### config.mk
export PLATFORM = sky130hd
export DESIGN_NAME = jtexterm_mcu_comm
export DESIGN_NICKNAME = d
export VERILOG_FILES = /design/src/rtl/jtexterm_pkg.sv /design/src/rtl/jtexterm_mcu_sync.sv /design/src/rtl/jtexterm_mcu_comm.sv
export SDC_FILE = /design/constraint.sdc
export NUM_CORES = 1
export LEC_CHECK = 0
export BUFFER_PORTS_ARGS = -buffer_cell sky130_fd_sc_hd__buf_2
export CAP_MARGIN = 30
export CORE_UTILIZATION = 31
export CTS_CLUSTER_SIZE = 16
export DETAILED_ROUTE_END_ITERATION = 8
export GPL_ROUTABILITY_DRIVEN = 0
export GPL_TIMING_DRIVEN = 0
export PLACE_DENSITY = 0.58
export SYNTH_ARGS = -nofsm -noshare
export SYNTH_HDL_FRONTEND = slang
export SYNTH_HIERARCHICAL = 1
export SYNTH_SLANG_ARGS = --single-unit
export TNS_END_PERCENT = 30
### constraint.sdc
create_clock -name clk -period 2.85 [get_ports clk]
set_clock_uncertainty 0.05 [all_clocks]
set_input_delay 0.285 -clock clk [delete_from_list [all_inputs] [get_ports clk]]
set_output_delay 0.285 -clock clk [all_outputs]
set_load 0.05 [all_outputs]
### src/rtl/jtexterm_pkg.sv
// Shared types and PC-port bit positions for the MCU comm-RAM responder.
package jtexterm_pkg;

  typedef enum logic [2:0] {
    ST_IDLE    = 3'd0,
    ST_WR      = 3'd1,
    ST_RD_WAIT = 3'd2,
    ST_RD_CAP  = 3'd3,
    ST_HOLD    = 3'd4
  } state_t;

  localparam int PC_RDN   = 2;
  localparam int PC_WRN   = 3;
  localparam int PC_IRQ   = 4;
  localparam int PC_BUSEN = 5;

endpackage

### src/rtl/jtexterm_mcu_sync.sv
// 2-FF synchroniser for the MCU strobes plus a per-bit edge detector.
// RISE selects rising-edge detection per bit; other bits report falling edges.
module jtexterm_mcu_sync #(
  parameter logic [2:0] RISE = 3'b100
) (
  input  logic       clk,
  input  logic       rst,
  input  logic [2:0] d,
  output logic [2:0] q,
  output logic [2:0] edges
);

  logic [2:0] s1;
  logic [2:0] hist;

  // Reset to 1 so an idle (high) strobe never looks like an edge after reset
  always_ff @(posedge clk or posedge rst) begin
    if (rst) begin
      s1   <= '1;
      q    <= '1;
      hist <= '1;
    end else begin
      s1   <= d;
      q    <= s1;
      hist <= q;
    end
  end

  assign edges = (RISE & q & ~hist) | (~RISE & ~q & hist);

endmodule

### src/rtl/jtexterm_mcu_comm.sv
// MCU-side responder: turns port-driven MCU bus cycles into single-cycle
// accesses on comm RAM port 1, and raises/holds the main CPU interrupt.
module jtexterm_mcu_comm
  import jtexterm_pkg::*;
#(
  parameter int AW    = 10,
  parameter int RDLAT = 1
) (
  input  logic          clk,
  input  logic          rst,
  input  logic [7:0]    mcu_pa_out,
  input  logic [7:0]    mcu_pb_out,
  input  logic [7:0]    mcu_pc_out,
  output logic [7:0]    mcu_pa_in,
  output logic [AW-1:0] ram_addr,
  output logic [7:0]    ram_din,
  output logic          ram_we,
  input  logic [7:0]    ram_q,
  input  logic          irq_ack,
  output logic          main_int_n,
  output logic          busy
);

  state_t     state;
  logic [1:0] cnt;
  logic [2:0] lvl;
  logic [2:0] edges;
  logic       rd_fall;
  logic       wr_fall;
  logic       irq_rise;
  logic       bus_en;
  logic       strobes_idle;
  logic       unused_bits;

  jtexterm_mcu_sync #(.RISE(3'b100)) u_sync (
    .clk   (clk),
    .rst   (rst),
    .d     ({mcu_pc_out[PC_IRQ], mcu_pc_out[PC_WRN], mcu_pc_out[PC_RDN]}),
    .q     (lvl),
    .edges (edges)
  );

  assign rd_fall      = edges[0];
  assign wr_fall      = edges[1];
  assign irq_rise     = edges[2];
  assign bus_en       = mcu_pc_out[PC_BUSEN];
  assign strobes_idle = lvl[0] & lvl[1];
  assign unused_bits  = ^{mcu_pc_out[7:6], lvl[2]};

  always_ff @(posedge clk or posedge rst) begin
    if (rst) begin
      state     <= ST_IDLE;
      cnt       <= '0;
      ram_addr  <= '0;
      ram_din   <= '0;
      ram_we    <= 1'b0;
      mcu_pa_in <= 8'hff;
      busy      <= 1'b0;
    end else begin
      ram_we <= 1'b0;
      case (state)
        ST_IDLE: begin
          // A write edge takes priority; a coincident read edge is dropped
          if (bus_en && (wr_fall || rd_fall)) begin
            ram_addr <= {mcu_pc_out[AW-9:0], mcu_pb_out};
            busy     <= 1'b1;
            cnt      <= '0;
            if (wr_fall) begin
              ram_din <= mcu_pa_out;
              ram_we  <= 1'b1;
              state   <= ST_WR;
            end else begin
              state   <= ST_RD_WAIT;
            end
          end
        end
        ST_WR: state <= ST_HOLD;
        ST_RD_WAIT: begin
          if (cnt == 2'(RDLAT - 1)) state <= ST_RD_CAP;
          else                      cnt   <= cnt + 2'd1;
        end
        ST_RD_CAP: begin
          mcu_pa_in <= ram_q;
          state     <= ST_HOLD;
        end
        ST_HOLD: begin
          if (strobes_idle) begin
            state <= ST_IDLE;
            busy  <= 1'b0;
          end
        end
        default: begin
          state <= ST_IDLE;
          busy  <= 1'b0;
        end
      endcase
    end
  end

  // A new request in the same cycle as an ack keeps the interrupt asserted
  always_ff @(posedge clk or posedge rst) begin
    if (rst)           main_int_n <= 1'b1;
    else if (irq_rise) main_int_n <= 1'b0;
    else if (irq_ack)  main_int_n <= 1'b1;
  end

endmodule
==> results of run 1 <==
-- power by group through the flow --
stage               registers [W]  clock network (W)  logic (W)
floorplan                 0.00174                  0   0.000300
global placement          0.00101                  0    0.00127
detailed placement        0.00103                  0    0.00130
CTS                       0.00103           0.000433    0.00130
global route              0.00106           0.000453    0.00136
finish                    0.00102           0.000409    0.00128
-- synth_stat cells --
cell      count  area, um2
a211oi_1      1       7.51
a21oi_1       1       5.00
a31oi_1       1       6.26
and3b_1       1       8.76
buf_6         1       11.3
dfrtp_1      25        626
dfstp_2      18        473
ha_1          1       12.5
inv_1         8       30.0
mux2_1        7       78.8
mux2_2       20        225
nand2_1       2       7.51
nand2_2       1       6.26
nand2b_1      2       12.5
nand3_1       1       5.00
nor2_1        2       7.51
nor2b_4       3       41.3
nor3_1        2       10.0
nor4b_4       1       23.8
o21a_4        1       15.0
o21ai_0       2       10.0
o22ai_1       1       6.26
or4b_1        1       10.0
-- layer usage --
metal | global-route usage [%] | vias to the layer above | share of wire (%)
li1 | - | 494 | -
met1 | 12.4 | 490 | 44
met2 | 18.9 | 55 | 46
met3 | 3.48 | 4 | 7.5
met4 | 6.92 | 0 | 2.0
met5 | 0 | - | 0
-- metrics by stage --
step	worst slack [ns]	utilization (%)	instances	hold WS, ns	area, um2
after floorplan	1.29	-	103	0.239	1640
after global placement	1.21	39.8	234	0.296	2030
after detailed placement	1.15	40.3	235	0.297	2060
after CTS	1.14	42.3	243	0.0161	2160
after global routing	1.08	42.3	243	0.0232	2160
final	1.15	42.3	243	0.00564	2160
-- state kept, by name (all words and copies together), names as in the netlist --
| register | flops |
|---|---|
| cnt | 2 |
| state | 3 |
| u_sync/hist | 3 |
| ram_we | 1 |
| u_sync/q | 3 |
| mcu_pa_in | 8 |
| ram_din | 8 |
| u_sync/s1 | 3 |
| main_int_n | 1 |
| busy | 1 |
| ram_addr | 10 |
-- kinds of logic after synthesis --
group | Yosys count | share of synthesized area [%]
adder cells (fa/ha/maj) | 1 | 0.763
AO/OA/AOI/OAI | 7 | 3.05
AND/OR/NAND/NOR | 16 | 8.09
multiplexers | 27 | 18.6
flip-flops | 43 | 67.0
buffers and inverters | 9 | 2.52
-- worst register-to-register path: cells and delay by family, from the launching register on --
family | cells | cell delay (ns)
and+or+nand+nor | 1 | 0.38
DFF | 1 | 0.47
buffers and inverters | 1 | 0.15
AOI/OAI and AO/OA | 1 | 0.21
muxes | 1 | 0.33
-- area by class of cell --
cell class	instances	area, um2	area share, %
repair buffers	62	333	15.4
inverters	8	30.0	1.39
flip-flops and latches	43	1100	50.9
multi-input cells	51	499	23.1
clock buffers	8	100	4.63
plain buffers	1	11.3	0.521
well taps	70	87.6	4.06
-- worst min path at each step --
| stage | end | cells after the start | slack [ns] |
|---|---|---|---|
| after global placement | u_sync/q[2] | 0 | 0.30 |
| after CTS | ram_addr[2] | 2 | 0.02 |
| after global routing | u_sync/s1[1] | 1 | 0.02 |
| after floorplan | u_sync/s1[0] | 0 | 0.24 |
| final | ram_addr[2] | 2 | 0.006 |
| after detailed placement | u_sync/q[1] | 0 | 0.30 |
==> results.cfg, run 1 <==
[status]
status = completed

[worst_setup_path]
cp.depth = 4
cp_num_buf_inv = 1
reg2reg_from = state[0]
required_ns = 2.97
r2r-end = ram_addr[8]
ff2ff_path_depth = 4
startpoint_type = flip-flop
worst_ep_arrival_time_ns = 1.82
path_max_fanout = 10
worstPathCellList = nor4b_4, o21a_4, buf_6, mux2_1
crit_end = ram_addr[8]
setup.worst_path.start = state[0]
regToRegSetupSlack_ns = 1.15
path_class = flip-flop to flip-flop
cpMaxStageDelayCell = dfrtp_1
endpoint_kind = flip-flop
critical_path.top_delay_family = flip-flops
cp_slowest_stage_delay_ns = 0.47

[pwr]
p_sw_w = 0.00124
p_leak_nw = 1.02
p_comb_share_pct = 47.2
clkPwrFrac_pct = 15.1
irDropWorstVdd_mv = 0.628
fin_total_pwr_w = 0.00271
switching_share_pct = 45.7
p_int_w = 0.00147
power_density_nw_per_um2 = 1260
seq_power_share_pct = 37.7

[clock_network]
hold_buffers = 0
cts_made_buffers = 5
clock_latency_ns = 0.29
postCtsSetupRepairBufs = 0
cts_tree = yes
clock_sinks = 43
cts_htree_levels = 2
cts_resized = 0
worst_setup_hold_path_clk_slew_ns = 0.08
cts-root-buf = clkbuf_8
cts_buffer_depth = 2

[floorplan]
ioPinCount = 64
die_w_um = 74.7
initial_core_util_pct = 32.1
die_h_um = 74.7
rows = 26
die_area_um2 = 5580
core_um2 = 5110

[layout]
syn2layout_area_growth_pct = 31.8
mostFrequentLayoutCells = 61 x buf_2, 25 x dfrtp_1, 20 x mux2_2, 18 x dfstp_2, 8 x inv_1
fillers = 498
drive_gt1_share_pct = 65.9
nets = 208
antenna_cells = 0
final_common_cell = buf_2

[sta]
fin_crit_ns = 1.70
setup_tns_ns = 0
max_freq_mhz = 588
hold_viol = 0
maxSlewHeadroom_pct = 61.1
maxSlewViolCount = 0
tightestPinTransition_ns = 0.582
setup_violations = 0
rsz0062_at_grt = false
finalCritPeriodShare_pct = 59.7

[route]
drt_iter0_drc = 24
via_per_inst = 4.29
drc_errors = 0
dr.pass1.iters = 2
via_count = 1043
wl_per_cell_um = 11.4
ant_nets = 0
drt_wl_total_mm = 2.78

[logic_synthesis]
avgSynthCellArea_um2 = 15.9
synth.cell_area_um2 = 1640
synth_nets = 139
synth-seq-cells = 43
synth_cell_type_count = 23
yosysSeqAreaShare_pct = 67.0
yosys_warnings = 6
netlist_instances = 103

[flow_run]
cap_viol_max_count = 0

[grt]
grt_overflow = 0
grt_max_degree = 23
grt_pass1_wl_mm = 4.54
grtUsageTotal_pct = 11.2
antenna_found_initial = 0
grt_pass1_vias = 1029

[placed_design]
io_buffers = 61
place_hpwl_mm = 2.15

[min_path]
hold_class = primary input to asynchronous set/reset pin
Power figures use the tool's default switching activity.
==> inputs of run 2 (changes only) <==
--- a/config.mk
+++ b/config.mk
@@ -5,6 +5,7 @@
 export SDC_FILE = /design/constraint.sdc
 export NUM_CORES = 1
 export LEC_CHECK = 0
+export ABC_AREA = 1
 export BUFFER_PORTS_ARGS = -buffer_cell sky130_fd_sc_hd__buf_2
 export CAP_MARGIN = 30
 export CORE_UTILIZATION = 31
==> constraint.sdc (replaced) <==
create_clock -name clk -period 1.73 [get_ports clk]
set_clock_uncertainty 0.05 [all_clocks]
set_input_delay 0.173 -clock clk [delete_from_list [all_inputs] [get_ports clk]]
set_output_delay 0.173 -clock clk [all_outputs]
set_load 0.05 [all_outputs]
==> run 2 against run 1 <==
Effect of this change:
- setup slack lost 0.90 ns
- design area grew 2.0%
- non-clock buffer count increased by 5
- die area rose by 3.0%
- utilization increased by 0.31 points
- clock-buffer cell count fell by 1
- hold slack better by 0.025 ns
- register-to-register slack worse by 0.90 ns
- via count up 25%
- total power is 58% higher
- first-iteration DRC count up 50%
- combinational power rose by 61%
==> results.cfg, run 2 <==
[status]
status = completed

[route]
drc_errors = 0
wl_per_cell_um = 9.76
dr.pass1.iters = 4
via_count = 1305
via_per_inst = 4.03
drt_wl_total_mm = 3.16
drt_iter0_drc = 36
ant_nets = 0

[grt]
grtUsageTotal_pct = 12.4
grt_overflow = 0
antenna_found_initial = 0
grt_pass1_wl_mm = 5.31
grt_max_degree = 35
grt_pass1_vias = 1216

[pwr]
power_density_nw_per_um2 = 1940
irDropWorstVdd_mv = 0.867
p_leak_nw = 1.24

[worst_setup_path]
worst_ep_arrival_time_ns = 1.66
r2r-end = ram_din[5]
regToRegSetupSlack_ns = 0.25
ff2ff_path_depth = 8
required_ns = 1.90
reg2reg_from = u_sync/hist[1]
path_max_fanout = 9
startpoint_type = flip-flop
cpMaxStageDelayCell = dfstp_2
path_class = flip-flop to flip-flop
cp_slowest_stage_delay_ns = 0.52
crit_top_cell = nand2_1
endpoint_kind = flip-flop
setup.worst_path.start = u_sync/hist[1]
worstPathCellList = inv_1, nor2_2, o21ai_2, nor2_4, nand2_4, clkinv_4, nand2_1, nand2_1

[layout]
syn2layout_area_growth_pct = 30.4
antenna_cells = 0
final_common_cell = nand2_1
regMostFlops = ram_addr
fillers = 539
nets = 289
mostFrequentLayoutCells = 78 x nand2_1, 62 x buf_2, 25 x dfrtp_1, 21 x inv_1, 18 x dfstp_2
multiInputGateArea_um2 = 475
largest_reg_flops = 10
ff_latch_area_um2 = 1100
reg_top3 = ram_addr (10), mcu_pa_in (8), ram_din (8)
drive_gt1_share_pct = 37.8

[floorplan]
die_h_um = 75.8
die_area_um2 = 5750
rows = 26
ioPinCount = 64
die_w_um = 75.8
initial_core_util_pct = 32.7
core_um2 = 5170

[clock_network]
hold_buffers = 4
postCtsSetupRepairBufs = 0
clock_latency_ns = 0.28
worst_setup_hold_path_clk_slew_ns = 0.07
cts_buffer_depth = 2
cts_tree = yes
cts_made_buffers = 5
cts_resized = 0
clock_sinks = 43
cts_htree_levels = 2
cts-root-buf = clkbuf_8

[placed_design]
place_hpwl_mm = 2.24
io_buffers = 61
dp_slack_ns = 0.234

[logic_synthesis]
synth_compound_area_share_pct = 3.48
synth-seq-cells = 43
synth-edff-count = 0
synth_top_family_by_area = simple AND/OR/NAND/NOR gates
synth.cell_area_um2 = 1690
yosysSeqAreaShare_pct = 65.0
synthMuxAreaShare_pct = 0
synth_top_cell_by_area = dfrtp_1
avgSynthCellArea_um2 = 9.33
ys_top_cells_by_count = 78 x nand2_1, 25 x dfrtp_1, 22 x inv_1, 18 x dfstp_2, 12 x nor2_1
netlist_instances = 181
synth_area_leaders = dfrtp_1 37%, dfstp_2 28%, nand2_1 17%
yosys_warnings = 6
yosysMostFrequentCell = nand2_1
synthXorXnorAreaFrac_pct = 0
synth_cell_type_count = 17
synth-simple-area-share_pct = 23.9
synth_top_area_share_pct = 37.0
async_reset_ff_share_pct = 100
synth_adder_area_share_pct = 0.741
synth_nets = 217
ys.flop_type = dfrtp_1

[sta]
timing.final.ws_setup_ns = 0.245
maxSlewViolCount = 0
rsz0062_at_grt = false
finalCritPeriodShare_pct = 85.8
setup_violations = 0
fin_crit_ns = 1.48
maxSlewHeadroom_pct = 51.0
hold_viol = 0
max_freq_mhz = 674
tightestPinTransition_ns = 0.734
setup_tns_ns = 0

[flow_run]
cap_viol_max_count = 0

[min_path]
min_from = mcu_pa_out[0]
holdPathStages = 3
worstHoldEndpoint = ram_din[0]
hold_class = primary input to flip-flop
-- run 2: how the worst max path moves through the flow --
stage	to	cells past startpoint
global placement	ram_addr[1]	2
global route	ram_din[5]	8
finish	ram_din[5]	8
floorplan	ram_addr[0]	8
CTS	ram_din[5]	8
detailed placement	ram_din[2]	8
-- run 2: where the power goes --
group / internal [W] / switching (W)
Clock: 0.000283 / 0.000314
Sequential: 0.00144 / 0.000188
Combinational: 0.000474 / 0.00158
-- run 2: routing by layer --
layer,global-route usage (%),share of wire [%],vias to the layer above
li1,-,-,681
met1,16.4,50,582
met2,19.7,45,38
met3,3.57,4.6,4
met4,4.32,0.38,0
met5,0,0,-
-- run 2: layout make-up --
cell class / instances / area share (%)
buffer: 3 / 1.08
clock buffer: 7 / 3.46
clock inverter: 1 / 0.227
inverter: 23 / 4.15
multi-input combinational: 112 / 21.6
sequential: 43 / 49.9
tap: 70 / 3.98
timing repair buffer: 65 / 15.7
-- run 2: kinds of logic after synthesis --
logic type,count (synthesis)
compound gates,11
fa+ha+maj,1
buf+inv,26
flops,43
simple gates,100
-- run 2: per-stage QoR --
stage	hold slack (ns)	std cells	utilization (%)	total power [W]	instance area [um2]
2_1_floorplan	0.127	181	-	0.00325	1690
3_3_place_gp	0.229	312	40.3	0.00369	2080
3_5_place_dp	0.231	312	40.3	0.00371	2080
4_1_cts	0.0157	324	42.6	0.00434	2200
5_1_grt	0.0265	324	42.6	0.00460	2200
6_report	0.0303	324	42.6	0.00428	2200
-- run 2: critical path: cells and delay by family, from the launching register on --
kind | cells | cell delay, ns
AOI/OAI and AO/OA | 1 | 0.13
buffers and inverters | 2 | 0.15
DFF | 1 | 0.52
and+or+nand+nor | 5 | 0.57
